==> config.mk <==
export PLATFORM = sky130hd
export DESIGN_NAME = pipe_skid_buffer
export DESIGN_NICKNAME = d
export VERILOG_FILES = /design/src/rtl/pipe_skid_buffer.sv
export SDC_FILE = /design/constraint.sdc
export NUM_CORES = 1
export LEC_CHECK = 0
export ABC_CLOCK_PERIOD_IN_PS = 2500
export CORE_MARGIN = 5
export CORE_UTILIZATION = 45
export DETAILED_ROUTE_END_ITERATION = 16
export GPL_TIMING_DRIVEN = 0
export PLACE_DENSITY = 0.75
export SYNTH_ARGS = -nofsm -noshare
export SYNTH_HDL_FRONTEND = slang
export SYNTH_SLANG_ARGS = --single-unit
==> constraint.sdc <==
create_clock -name clk -period 2.5 [get_ports clk]
set_input_delay 0.25 -clock clk [delete_from_list [all_inputs] [get_ports clk]]
set_output_delay 0.25 -clock clk [all_outputs]
set_load 0.03 [all_outputs]
==> src/rtl/pipe_skid_buffer.sv <==
// Two-entry skid buffer: MAIN feeds the output, SKID absorbs the one payload
// that arrives while the downstream stalls. All handshake outputs decode from state.
module pipe_skid_buffer #(
  parameter int WIDTH = 32
) (
  input  logic             clk,
  input  logic             reset,
  input  logic             flush,
  input  logic             in_valid,
  input  logic [WIDTH-1:0] in_data,
  output logic             in_ready,
  output logic             out_valid,
  output logic [WIDTH-1:0] out_data,
  input  logic             out_ready,
  output logic [1:0]       occupancy
);

  typedef enum logic [1:0] {
    EMPTY = 2'd0,
    ONE   = 2'd1,
    FULL  = 2'd2
  } state_t;

  state_t           r_state;
  logic [WIDTH-1:0] r_main;
  logic [WIDTH-1:0] r_skid;
  logic             w_push;
  logic             w_pop;

  assign in_ready  = (r_state != FULL);
  assign out_valid = (r_state != EMPTY);
  assign occupancy = logic'(r_state == ONE) ? 2'd1 :
                     logic'(r_state == FULL) ? 2'd2 : 2'd0;
  assign out_data  = r_main;

  assign w_push = in_valid & in_ready;
  assign w_pop  = out_valid & out_ready;

  // Flush clears only the state; payload registers keep their stale contents.
  always_ff @(posedge clk or negedge reset) begin
    if (!reset) begin
      r_state <= EMPTY;
      r_main  <= '0;
      r_skid  <= '0;
    end else if (flush) begin
      r_state <= EMPTY;
    end else begin
      unique case (r_state)
        EMPTY: begin
          if (w_push) begin
            r_state <= ONE;
            r_main  <= in_data;
          end
        end
        ONE: begin
          if (w_push && w_pop) begin
            r_main <= in_data;
          end else if (w_push) begin
            r_state <= FULL;
            r_skid  <= in_data;
          end else if (w_pop) begin
            r_state <= EMPTY;
          end
        end
        FULL: begin
          if (w_pop) begin
            r_state <= ONE;
            r_main  <= r_skid;
          end
        end
        default: r_state <= EMPTY;
      endcase
    end
  end

endmodule

# After elaboration in Yosys (flattened, before gate mapping)
# Cells that the tools add are included.
[totals]
word_cells = 37
inputBits = 37
mem_bits_ro = 0
mem_count = 0
ram_bits = 0
register_bits = 66
latchBits = 0
out_inout_bits = 36
[op_classes]
magnitude_cmp = 0
muxes = 13
multipliers = 0
reduce_logical = 7
n_bitwise = 4
div = 0
n_addsub = 0
shift = 0
eq_ne = 10
[ops]
columns = ["cell", "n"]
rows = [
  ["$mux 32", 3],
  ["$pmux 32 s3", 1],
  ["$mux 2", 8],
  ["$ne 3x3->1 const B", 3],
  ["$reduce_and 4->1", 2],
  ["$ne 2x2->1 const B", 3],
  ["$pmux 2 s3", 1],
  ["$reduce_and 5->1", 1],
  ["$ne 4x4->1 const B", 1],
  ["$reduce_bool 3->1", 1],
  ["$and 1x1->1", 2],
  ["$eq 2x1->1 const B", 1],
  ["$eq 2x2->1 const B", 1],
  ["$logic_not 2->1", 1],
  ["$ne 2x1->1 const B", 1],
  ["$not 1->1", 2],
  ["$reduce_bool 2->1", 1],
  ["$logic_and 1x1->1", 1],
]

# Depth between registers and ports, before layout
# Gate-level depths: netlist (run 1).
[depth]
ltp_word = 7
ltp_mapped = 5
depth_no_buf = 3

# Worst setup path before layout (run 1)
# OpenSTA, ideal clock, no wires.
[synth_timing]
path_type = "reg2reg"
start = "register r_state[1]"
end = "register r_main[0], in the netlist out_data[0]"
t_arrival_ns = 1.462
path_slack_ns = 0.912
required_ns = 2.375
path_buffers = 1
path_stages_with_launch = 5
synth_period_minus_slack_ns = 1.588
setup_time_ns = 0.125
path_cell_list = "dfrtp_1 mux2i_1 o31ai_4 buf_12 mux2_4"
[synth_via]
elab_chain_len = 5
elab_cells_between_ends = 14
classes_between = "eq/ne (6); mux (1); bitwise (2); reduce/logical (5)"
[synth_rtl]
columns = ["element", "line_no", "rtl"]
rows = [
  ["start, declared", "24", "state_t r_state;"],
  ["start signal, assigned", "42", "r_state <= EMPTY;"],
  ["start signal, assigned", "46", "r_state <= EMPTY;"],
  ["start signal, assigned", "51", "r_state <= ONE;"],
  ["$ne 2x2->1 or $reduce_bool 2->1 (tied branches)", "30, 31", ""],
  ["$and 1x1->1 (on tied branches)", "36, 37", ""],
  ["$logic_and 1x1->1", "56", "if (w_push && w_pop) begin"],
  ["$ne 2x1->1 (no line)", "n/a", ""],
  ["$reduce_and 5->1 (no line)", "n/a", ""],
  ["end signal, assigned", "52", "r_main <= in_data;"],
  ["end signal, assigned", "57", "r_main <= in_data;"],
  ["end signal, assigned", "68", "r_main <= r_skid;"],
  ["end, declared", "25", "logic [WIDTH-1:0] r_main;"],
]
# Parallel ways exist; a longest one is shown, timed or not.
# A chain may end at the register's enable or synchronous reset.

# Worst setup path after layout (run 1)
[layout_timing]
start = "register r_state[1]"
end = "output port occupancy[1]"
[layout_via]
elab_chain_len = 3
elab_cells_between_ends = 4
classes_between = "eq/ne (2); mux (2)"
[layout_rtl]
columns = ["element", "line_no", "rtl"]
rows = [
  ["$eq 2x2->1", "33", "logic'(r_state == FULL) ? 2'd2 : 2'd0;"],
  ["$mux 2", "33", ""],
  ["$mux 2 *", "32", "assign occupancy = logic'(r_state == ONE) ? 2'd1 :"],
  ["end, declared", "15", "output logic [1:0] occupancy"],
]
# Every way passes the cells marked *; elsewhere a longest branch is shown, timed or not.

==> results of run 1 <==
[flip-flops by register name, indices dropped and copies added, names as in the netlist]
signal and flops:
out_data 32, r_state 2, r_skid 32
[cell usage after synthesis, drive strengths merged, types with 2 or more instances]
| cell | instances | area (um^2) |
|---|---|---|
| a21oi | 2 | 10.01 |
| and2b | 2 | 17.52 |
| buf | 10 | 120.1 |
| dfrtp | 66 | 1652 |
| mux2 | 96 | 1194 |
| nor2 | 2 | 7.510 |
[final cells by class]
type,instances,share of cell area (%)
Buffer,10,2.930
Clock buffer,14,4.211
Clock inverter,2,0.2441
Inverter,1,0.09155
Multi-Input combinational cell,112,32.29
Sequential cell,66,40.28
Tap cell,80,2.441
Timing Repair Buffer,72,17.52
[stage by stage]
| step | hold slack [ns] | setup TNS [ns] | std cells |
|---|---|---|---|
| 3_3_place_gp | 0.4811 | -73.06 | 341 |
| 2_1_floorplan | -0.04559 | 0 | 189 |
| 3_5_place_dp | 0.4116 | 0 | 341 |
| 6_report | 0.01217 | 0 | 357 |
| 5_1_grt | 0.09405 | 0 | 357 |
| 4_1_cts | 0.04385 | 0 | 357 |
[cells in the final DEF, fill, tap and decap left out, drive strengths merged]
master / count
o31ai: 1
and2b: 2
nand4bb: 1
clkdlybuf4s50: 71
or3b: 1
mux2: 96
nand2: 1
nand3: 1
o21ba: 1
clkbuf: 14
a21oi: 2
inv: 1
dfrtp: 66
or2: 1
buf: 11
clkinv: 2
nor3: 1
mux2i: 1
nor2: 2
nor2b: 1
[logic make-up after synthesis]
family	synth area share, %
mux	38.84
buf+inv	3.996
simple gates	2.544
flops	53.29
compound gates	1.332
[layer usage]
layer	global-route usage [%]	vias up	share of wire (%)
met4	5.861	0	1.5
met3	4.827	8	6.1
li1	-	841	-
met1	19.50	887	46
met2	20.22	47	47
met5	0	-	0
[worst register-to-register path, cell delays in order (launching register included)]
cell and delay, ns:
sky130_fd_sc_hd__dfrtp_1 0.45, sky130_fd_sc_hd__mux2i_1 0.20, sky130_fd_sc_hd__o31ai_4 0.49, sky130_fd_sc_hd__buf_12 0.22
sky130_fd_sc_hd__mux2_4 0.31
[path summary, 6_finish.rpt]
kind / to / slack, ns / cells past startpoint
setup / recovery: occupancy[1] / 0.27 / 4
hold / removal: r_skid[1] / 0.01 / 1
setup reg to reg: out_data[5] / 0.70 / 4
hold reg to reg: r_skid[7] / 0.50 / 1
max in group asynchronous: out_data[21] / 1.93 / 1
min in group clk: r_skid[7] / 0.50 / 1
[where the power goes]
part / internal, mW / switching [mW]
registers: 1.33 / 0.124
clock network: 0.439 / 0.383
logic: 0.550 / 0.428
total: 2.31 / 0.935
==> impl_summary.md, run 1 <==
Routing
Detailed routing inserted a total of 1,783 vias. The post-route antenna net violation count is 0. In the routed design, unresolved DRC markers number 0.

In the routed layout, each cell is associated on average with a via count of 4.994. The first routing iteration left 36 violations. Before antenna repair, the detailed router went through 4 iterations. The routed design has 5671 um of wire. After detailed routing, the average wire length per cell comes to 15.89 um.

Floorplanning
The width of the die is 92.99 um. The I/O pin count is 73. The die outline height is 92.99 um. For this configuration, the core starts out at a cell density of 45.87%. In this run the standard cell core region covers 6756 um^2. The full die area is 8647 um^2. After floorplanning, the core was divided into 30 placement rows.

Power
Total power for the finished layout comes to 3.250 mW. The static leakage is 1.771 nW. The power per standard cell area is 792.6 nW/um^2.

The worst vdd rail ir drop is 0.0003558 V.

CTS
The number of buffers inserted by post-CTS setup repair is 0. The master cell of the clock root buffer is sky130_fd_sc_hd__clkbuf_8. The maximum clock path buffer count is 2.

The total clock buffers created by CTS is 9. The later-pin clock latency in the skew report is 0.33 ns. For this design, the sink count on the clock tree is 66. The number of resized instances in the post-cts repair step is 0. The clock tree from TritonCTS is built. After clock tree synthesis, the clock-pin slew on the worst setup and hold paths is 0.07 ns. The H-tree depth is 3. The count of hold buffers inserted by post-cts repair is 0.

STA
Setup repair after global routing left no endpoint under its margin. The transition time at the pin with the least slew margin is 0.8342 ns. The smallest clock period supported by the final layout is computed as 2.228 ns.

Static timing analysis puts the maximum clock frequency at 0.4487 GHz. After layout, the worst setup slack is 0.2716 ns. The worst pin sits at a relative slew slack of 44.39%. The number of pins with negative max-slew slack in the final report is 0. The period utilization is 89.14%. The number of setup violations in the final report is 0. The final number of hold-violating endpoints is 0.

The clock skew after layout is 0.006901 ns.

Setup path
The critical path data arrival time is 1.98 ns. The startpoint of the worst register-to-register path is r_state[1]. The critical setup path kind is register to output port.

STA classifies the critical path endpoint as an output port. Walking the worst path, the cells encountered are nor2b_2 -> buf_6 -> buf_6 -> clkdlybuf4s50_1. The critical path's largest stage delay is 0.68 ns. The library cell appearing most often on the critical path is sky130_fd_sc_hd__buf_6. The critical path starts at r_state[1]. The cell family with the largest share of critical-path delay is buffers and inverters.

The cell type of the slowest stage on the worst timing path is sky130_fd_sc_hd__clkdlybuf4s50_1. The critical path startpoint category is a register. The maximum fanout along the worst path is 10. The number of buffers and inverters on the critical path is 3.

The endpoint required time on the critical path is 2.25 ns.

Cells and area
The layout cell share with drive strength beyond 1 is 46.57%. In the final layout, the multi-input gates occupy 1324 um^2. The area growth from synthesis to layout is 32.30%. The area taken by flip-flops and latches is 1652 um^2. The count of filler cells inserted in the layout is 533. The number of antenna diodes in the final layout is 0. The final core utilization is 60.69%. For this run, the post-layout net count is 309.

With fillers left out, the area of the finished cells amounts to 4100 um^2.

Min path
The class of the tightest hold or removal check is input pin to asynchronous set/reset pin.

Placed design
During placement, the flow inserted port buffers numbering 72. The routability congestion estimate is 0.7287. In this run the cell area measured after placement is 3918 um^2.

Once detailed placement completed, the half-perimeter wirelength came to 3876 um. The worst setup timing slack at the placement stage is 0.3316 ns.

Synth
The post-synthesis area per instance is 16.40 um^2. Among all flip-flop cells after synthesis, the most frequent one is sky130_fd_sc_hd__dfrtp_1. In this run, distinct cell masters in the synthesized netlist total 20. The netlist area before placement is 3099 um^2.

The total of warnings raised by yosys is 0. The count of state elements after synthesis is 66. Synthesis produced a netlist with a net count of 226. The async set-or-reset flop fraction in the synthesized netlist is 100.0%. The synthesized design contains 0 enable-type register cells. The number of cells produced by synthesis is 189. Of the synthesized area, sequential elements account for 53.29%.

Outcome
The run finished with clean final reports.

Global route
Global routing finished with a remaining overflow of 0. The largest net degree at the start of global routing is 67. The initial antenna violation count is 0. The via count of the first global-routing pass is 1,864. The wire length of the first global-routing pass is 9439 um. Global routing used 14.11% of the available tracks across all layers.

Run
The number of max-capacitance violations reported is 0.
Note: power is estimated with default switching activity, not from simulation.
==> run 2, diff against run 1 <==
- ABC_CLOCK_PERIOD_IN_PS: 2500 -> 1800
- PLACE_DENSITY: 0.75 -> 0.78
- clock period: 2.5 -> 1.8 ns (I/O delays scaled with it)
==> impl_summary.md, run 2 (synthesis results as in run 1) <==
CTS
The master cell of the clock root buffer is sky130_fd_sc_hd__clkbuf_8. Clock tree synthesis found a total of 66 sinks. The maximum clock path buffer count is 2.

The H-tree depth is 3. The total clock buffers created by CTS is 9. The clock-pin slew on the worst setup and hold paths is 0.07 ns. The later-pin clock latency in the skew report is 0.32 ns. TritonCTS built the clock tree.

Routing
The number of iterations in the first detailed-routing pass is 4. After detailed routing, the number of remaining DRC violations is 0. The total wire length after detailed routing is 5962 um. The average routed wire per standard cell is 16.56 um. After the first detailed-routing iteration, the DRC count stood at 33. Dividing the detail-routed via count by the number of cells gives 5.156. The via count is 1,856. The count of nets left with antenna violations once routing finished came out at 0.

Min path
The min-delay analysis places its worst path in the category input pin to asynchronous set/reset pin.

Global route
Entering global routing, the biggest net connects 67 pins. The via count of the first global-routing pass is 2,046. The wire length of the first global-routing pass is 10,150 um. The initial antenna violation count was 0.

For this run, the total global-route usage over all layers was measured as 14.71%. For this run the aggregate overflow at the end of global routing stands at 0.

Placed design
The worst setup timing slack at the placement stage is -0.3381 ns. Buffers placed on the I/O ports in this run total 72. The routability congestion estimate is 0.7274. Summing all placed instances gives a cell area of 3918 um^2. The detailed placement HPWL is 4065 um.

Floorplanning
The die covers 8647 um^2. From left edge to right edge, the die measures 92.99 um. The starting density of the core is 45.87%. In this run the core area contains 30 standard-cell rows. The region available for standard cell placement spans 6756 um^2. The die is 92.99 um tall. The I/O pin count is 73.

Cells and area
Leaving out fill and tap cells, the most frequent cell in the layout is sky130_fd_sc_hd__clkdlybuf4s50_1. Relative to the synthesized area, the layout overhead comes to 33.31%. The layout cell share with drive strength beyond 1 is 48.21%. The final layout contains 313 nets. The finished cells cover 4131 um^2. The top cell types in the final layout, fill and taps aside, are 67 x sky130_fd_sc_hd__clkdlybuf4s50_1, 66 x sky130_fd_sc_hd__mux2_2, 64 x sky130_fd_sc_hd__dfrtp_1. The layout has 568 filler cells. 0 antenna diodes ended up in the layout.

STA
The number of setup violations in the final report is 0. Final hold analysis gives a worst-case slack of 0.4965 ns. Counting I/O delays and the setup requirement, the final critical path takes 1.703 ns. The final number of hold-violating endpoints is 0. The maximum frequency from static timing analysis is 0.5871 GHz. Setup repair after global routing left no endpoint under its margin. For the final database, setup skew stands at 0.008079 ns. The headroom to the max-slew limit is 45.25%. Summed over all failing endpoints, the final setup total negative slack is 0 ns. The smallest setup slack after layout is 0.09677 ns. In the finished design, the share of the clock period the worst path needs comes to 94.62%.

The number of pins with negative max-slew slack in the final report is 0. The transition time at the pin with the least slew margin is 0.8213 ns.

Power
In this run the static leakage power is 1.792 nW. The power per standard cell area is 1107 nW/um^2. The worst-case IR drop observed on VDD is 0.0006168 V.

Setup path
The critical path data arrival time is 1.52 ns. The critical path startpoint category is a register. The maximum fanout along the worst path is 10. The number of cells on the worst reg-to-reg path is 5. Data on the critical path is required at its endpoint by 1.62 ns. The critical setup path kind is register to output port. The worst setup path is captured at an output port.

Outcome
The run finished with clean final reports.

Run
The tool flagged a number of max-cap violations equal to 0.
run 2: cell types whose count changed in the layout (fill, tap and decap cells not counted), sizes merged:
cell	delta
buf	+4
clkdlybuf4s50	-4
clkbuf	-2
dlygate4sd2	+2
bufinv	+1
clkdlybuf4s15	+1
dlygate4sd3	+1
run 2: routing by layer:
| metal | up-vias | GRT usage [%] | share of wire (%) |
|---|---|---|---|
| met2 | 49 | 22.80 | 47 |
| li1 | 849 | - | - |
| met5 | - | 0 | 0 |
| met4 | 0 | 5.128 | 0.82 |
| met3 | 6 | 3.942 | 5.3 |
| met1 | 952 | 19.98 | 47 |
run 2: metrics by stage:
step | total power [mW] | cells | utilization [%]
after floorplan | 2.871 | 189 | -
after detailed placement | 3.426 | 341 | 57.98
after global placement | 3.381 | 341 | 58.02
after CTS | 4.628 | 359 | 61.09
after global routing | 4.797 | 360 | 61.15
final | 4.574 | 360 | 61.15
run 2: path summary, 6_finish.rpt:
kind / endpoint / slack, ns / start
min in group clk: r_skid[3] / 0.50 / in_data[3]
min reg2reg: r_skid[29] / 0.50 / r_skid[29]
max in group asynchronous: r_state[0] / 0.72 / reset
min: out_data[6] / 0.50 / reset
max: occupancy[1] / 0.1 / r_state[0]
max reg2reg: out_data[21] / 0.14 / r_state[1]
run 2: power breakdown:
group	switching, mW	total, mW	leakage (nW)	internal [mW]
logic	0.602	1.37	0.903	0.770
clock network	0.511	1.18	0.0962	0.667
registers	0.183	2.02	0.792	1.84
total	1.30	4.57	1.79	3.28
run 2: critical path: stages, from the launching register on:
cell and delay, ns:
sky130_fd_sc_hd__dfrtp_2 0.45, sky130_fd_sc_hd__nor2b_2 0.13, sky130_fd_sc_hd__buf_6 0.15, sky130_fd_sc_hd__buf_6 0.16, sky130_fd_sc_hd__clkdlybuf4s15_2 0.31
run 2: what timing repair did:
action	in CTS	in global routing
endpoints found under the hold margin	66	0
pin swaps	1	0
setup buffers	2	1
endpoints found under the setup margin	34	2
hold buffers	1	0
gates resized for setup	8	4
run 2: area by class of cell:
type                       count  area (um^2)  share of cell area [%]
buffer                        10        120.1                   2.907
clock buffer                  12        145.1                   3.513
timing repair buffer          76        744.5                   18.02
clock inverter                 3        40.04                  0.9691
inverter                       1        3.754                 0.09085
tap                           80        100.1                   2.423
sequential                    66         1654                   40.04
multi-input combinational    112         1324                   32.04
==> run 3, diff against run 2 <==
- CTS_BUF_LIST: unset -> sky130_fd_sc_hd__clkbuf_16
- SETUP_SLACK_MARGIN: unset -> 0.5
==> impl_summary.md, run 3 (synthesis results as in run 1) <==
Power
The static leakage is 2.052 nW. In this run the power spent charging and discharging nets is 1.452 mW. Power spread over the standard cell area amounts to 1121 nW/um^2. The overall power after layout is 5.077 mW.

Of the total power, the share spent switching nets is 28.59%. In this run, the clock network consumes 33.8% of the power. Registers are responsible for 39.8% of the overall power. The internal power contribution is 3.625 mW. The worst vdd rail ir drop is 0.0005691 V. The fraction of power consumed by combinational cells is 26.4%.

Routing
For this block, the via count after detailed routing is 1,911. In the routed design, unresolved DRC markers number 0. The average routed wire per standard cell is 17.58 um. The total wire length after detailed routing is 6646 um. Before antenna repair, the detailed router went through 4 iterations.

After the first detailed-routing iteration, the DRC count stood at 29. The number of vias per cell is 5.056. The post-route antenna net violation count is 0.

Global route
The via count of the first global-routing pass is 2,090. The global-route congestion overflow total is 0. Global routing used 15.81% of the available tracks across all layers. The initial antenna violation count is 0. The first global-routing pass estimated 10,740 um of wire. Entering global routing, the biggest net connects 67 pins.

Outcome
The flow ran to the end, and the final reports show no timing, DRC or antenna violations.

Cells and area
From synthesis to final layout, the design area changed by 46.14%. 0 antenna diodes ended up in the layout. The top cell types in the final layout, fill and taps aside, are 66 x sky130_fd_sc_hd__mux2_2, 64 x sky130_fd_sc_hd__dfrtp_1, 34 x sky130_fd_sc_hd__clkdlybuf4s50_1. The final core utilization is 67.04%. In the final design database the tool counted 330 nets. In the final layout, the share of cells above drive strength 1 is 53.02%. The library cell used most frequently in the layout, excluding fill and tap cells, is sky130_fd_sc_hd__mux2_2.

Floorplanning
Once the floorplan was initialized, standard cells occupied 45.87% of the core. The die is 92.99 um tall. The region available for standard cell placement spans 6756 um^2. The placement row count is 30.

The I/O pin count is 73. The die covers 8647 um^2. In this run the horizontal extent of the chip is 92.99 um.

Min path
The depth of the worst hold-timing path is 2. The terminating pin of the worst hold path is r_state[1]. In this run the worst hold path is classified as input pin to register.

The beginning of the worst hold path is out_ready.

CTS
For this design, the sink count on the clock tree is 66. For the worst-skew pair, the clock arrives at the later sink with an insertion delay of 0.32 ns. The H-tree depth is 3.

The clock-pin slew on the worst setup and hold paths is 0.06 ns. TritonCTS built the clock tree. In this run the deepest clock path goes through 2 buffers.

The total clock buffers created by CTS is 9. CTS placed an instance of sky130_fd_sc_hd__clkbuf_16 at the clock tree root.

Setup path
In this run the worst path has a maximum fanout of 6. The signal on the critical path passes through mux2i_2 -> o31ai_4 -> buf_6 -> clkbuf_16 -> mux2_4. The critical path is of the register to register type. The largest individual stage delay along the critical path comes from the cell sky130_fd_sc_hd__dfrtp_2. STA puts the critical path data required time at 2.01 ns. The combined buffer and inverter count along the critical path is 2. Counting cells, the worst reg-to-reg path comes to 5. STA classifies the critical path startpoint as a register. At the worst endpoint, the arrival time is 1.88 ns.

The flop-to-flop setup slack is 0.13 ns. The largest single stage delay on the critical path is 0.45 ns. The startpoint of the worst register-to-register path is r_state[1].

STA classifies the critical path endpoint as a register. In this run the critical register-to-register path is captured at out_data[0]. The cell family with the largest share of critical-path delay is multiplexers.

STA
Subtracting the final worst setup slack from the clock period gives 1.666 ns. The final number of hold-violating endpoints came to 0. The headroom to the max-slew limit is 59.32%. Derived from the worst setup path, the maximum achievable clock frequency is 0.6001 GHz. Clock skew on the completed layout was measured at 0.007702 ns.

The period utilization is 92.58%. Setup violations remaining at the end of the flow were counted as 0. Setup repair after global routing could not meet its margin everywhere. The number of pins with negative max-slew slack in the final report is 0. The tightest hold path in the finished design has a slack of 0.2063 ns. The transition time at the pin with the least slew margin is 0.6102 ns.

Run
Across the run, the number of max-cap violations was 0.

Placed design
Routability-driven placement finished with a final weighted congestion of 0.7590. Buffers placed on the I/O ports in this run total 72. The wire-length estimate of the detail-placed layout is 4033 um.
==> run 3: cell count changes in the layout (fill, tap and decap cells not counted), moves of 2 or more <==
| cell | change |
|---|---|
| sky130_fd_sc_hd__buf_6 | +6 |
| sky130_fd_sc_hd__clkdlybuf4s15_1 | +5 |
| sky130_fd_sc_hd__clkdlybuf4s50_1 | -33 |
| sky130_fd_sc_hd__clkbuf_1 | -2 |
| sky130_fd_sc_hd__clkbuf_8 | -10 |
| sky130_fd_sc_hd__clkbuf_16 | +10 |
| sky130_fd_sc_hd__buf_16 | +3 |
| sky130_fd_sc_hd__dlygate4sd2_1 | +25 |
| sky130_fd_sc_hd__buf_4 | +6 |
| sky130_fd_sc_hd__buf_2 | -4 |
| sky130_fd_sc_hd__buf_12 | +2 |
| sky130_fd_sc_hd__buf_8 | +6 |
==> run 3: routing by layer <==
metal  GRT usage [%]  vias up  wire length, um
li1                -      890                -
met1           20.46      972             2922
met2           25.49       42             3340
met3           4.183        7              303
met4           5.861        0               80
met5               0        -                0
==> run 3: what timing repair did <==
action / CTS / global route
hold buffers: 1 / 0
setup buffers: 12 / 4
gates resized for setup: 76 / 12
gates cloned: 3 / 1
endpoints found under the hold margin: 9 / 0
pin swaps: 2 / 1
endpoints found under the setup margin: 101 / 74
==> run 3: how the worst max path moves through the flow <==
stage                    to  slack, ns  startpoint  cells past startpoint
5_1_grt        out_data[23]       0.10  r_state[1]                      5
4_1_cts        out_data[23]       0.17  r_state[1]                      5
6_report        out_data[0]       0.13  r_state[1]                      5
2_1_floorplan   out_data[0]       0.21  r_state[1]                      4
3_5_place_dp    out_data[0]      -0.31   out_ready                      5
3_3_place_gp     r_skid[24]      -1.75       reset                      1
==> run 3: area by class of cell <==
type                    instances  area (um^2)
fillers                       504         2227
flip-flops and latches         66         1654
multi-input cells             112         1343
repair buffers                 93        973.4
clock buffers                   9        225.2
plain buffers                  10        161.4
well taps                      80        100.1
clock inverters                 7        68.82
inverters                       1        3.754
==> run 3: worst register-to-register path: stages (launching register included) <==
cell and delay, ns:
sky130_fd_sc_hd__dfrtp_2 0.45, sky130_fd_sc_hd__mux2i_2 0.19, sky130_fd_sc_hd__o31ai_4 0.29, sky130_fd_sc_hd__buf_6 0.18, sky130_fd_sc_hd__clkbuf_16 0.16, sky130_fd_sc_hd__mux2_4 0.30
==> run 3: metrics by stage <==
step / setup TNS (ns) / setup WS [ns] / area [um^2] / instances
floorplan: 0 / 0.2125 / 3114 / 189
global placement: -124.96 / -1.750 / 3935 / 341
detailed placement: -11.02 / -0.3094 / 3933 / 341
CTS: 0 / 0.1749 / 4444 / 373
global route: 0 / 0.1022 / 4529 / 378
finish: 0 / 0.1336 / 4529 / 378
==> run 3: power by group through the flow <==
stage          clock network [mW]  registers, mW  logic, mW
2_1_floorplan                   0           2.31      0.562
3_3_place_gp                    0           2.03       1.35
3_5_place_dp                    0           2.04       1.38
4_1_cts                      1.75           2.02       1.33
5_1_grt                      1.81           2.06       1.42
6_report                     1.72           2.02       1.34
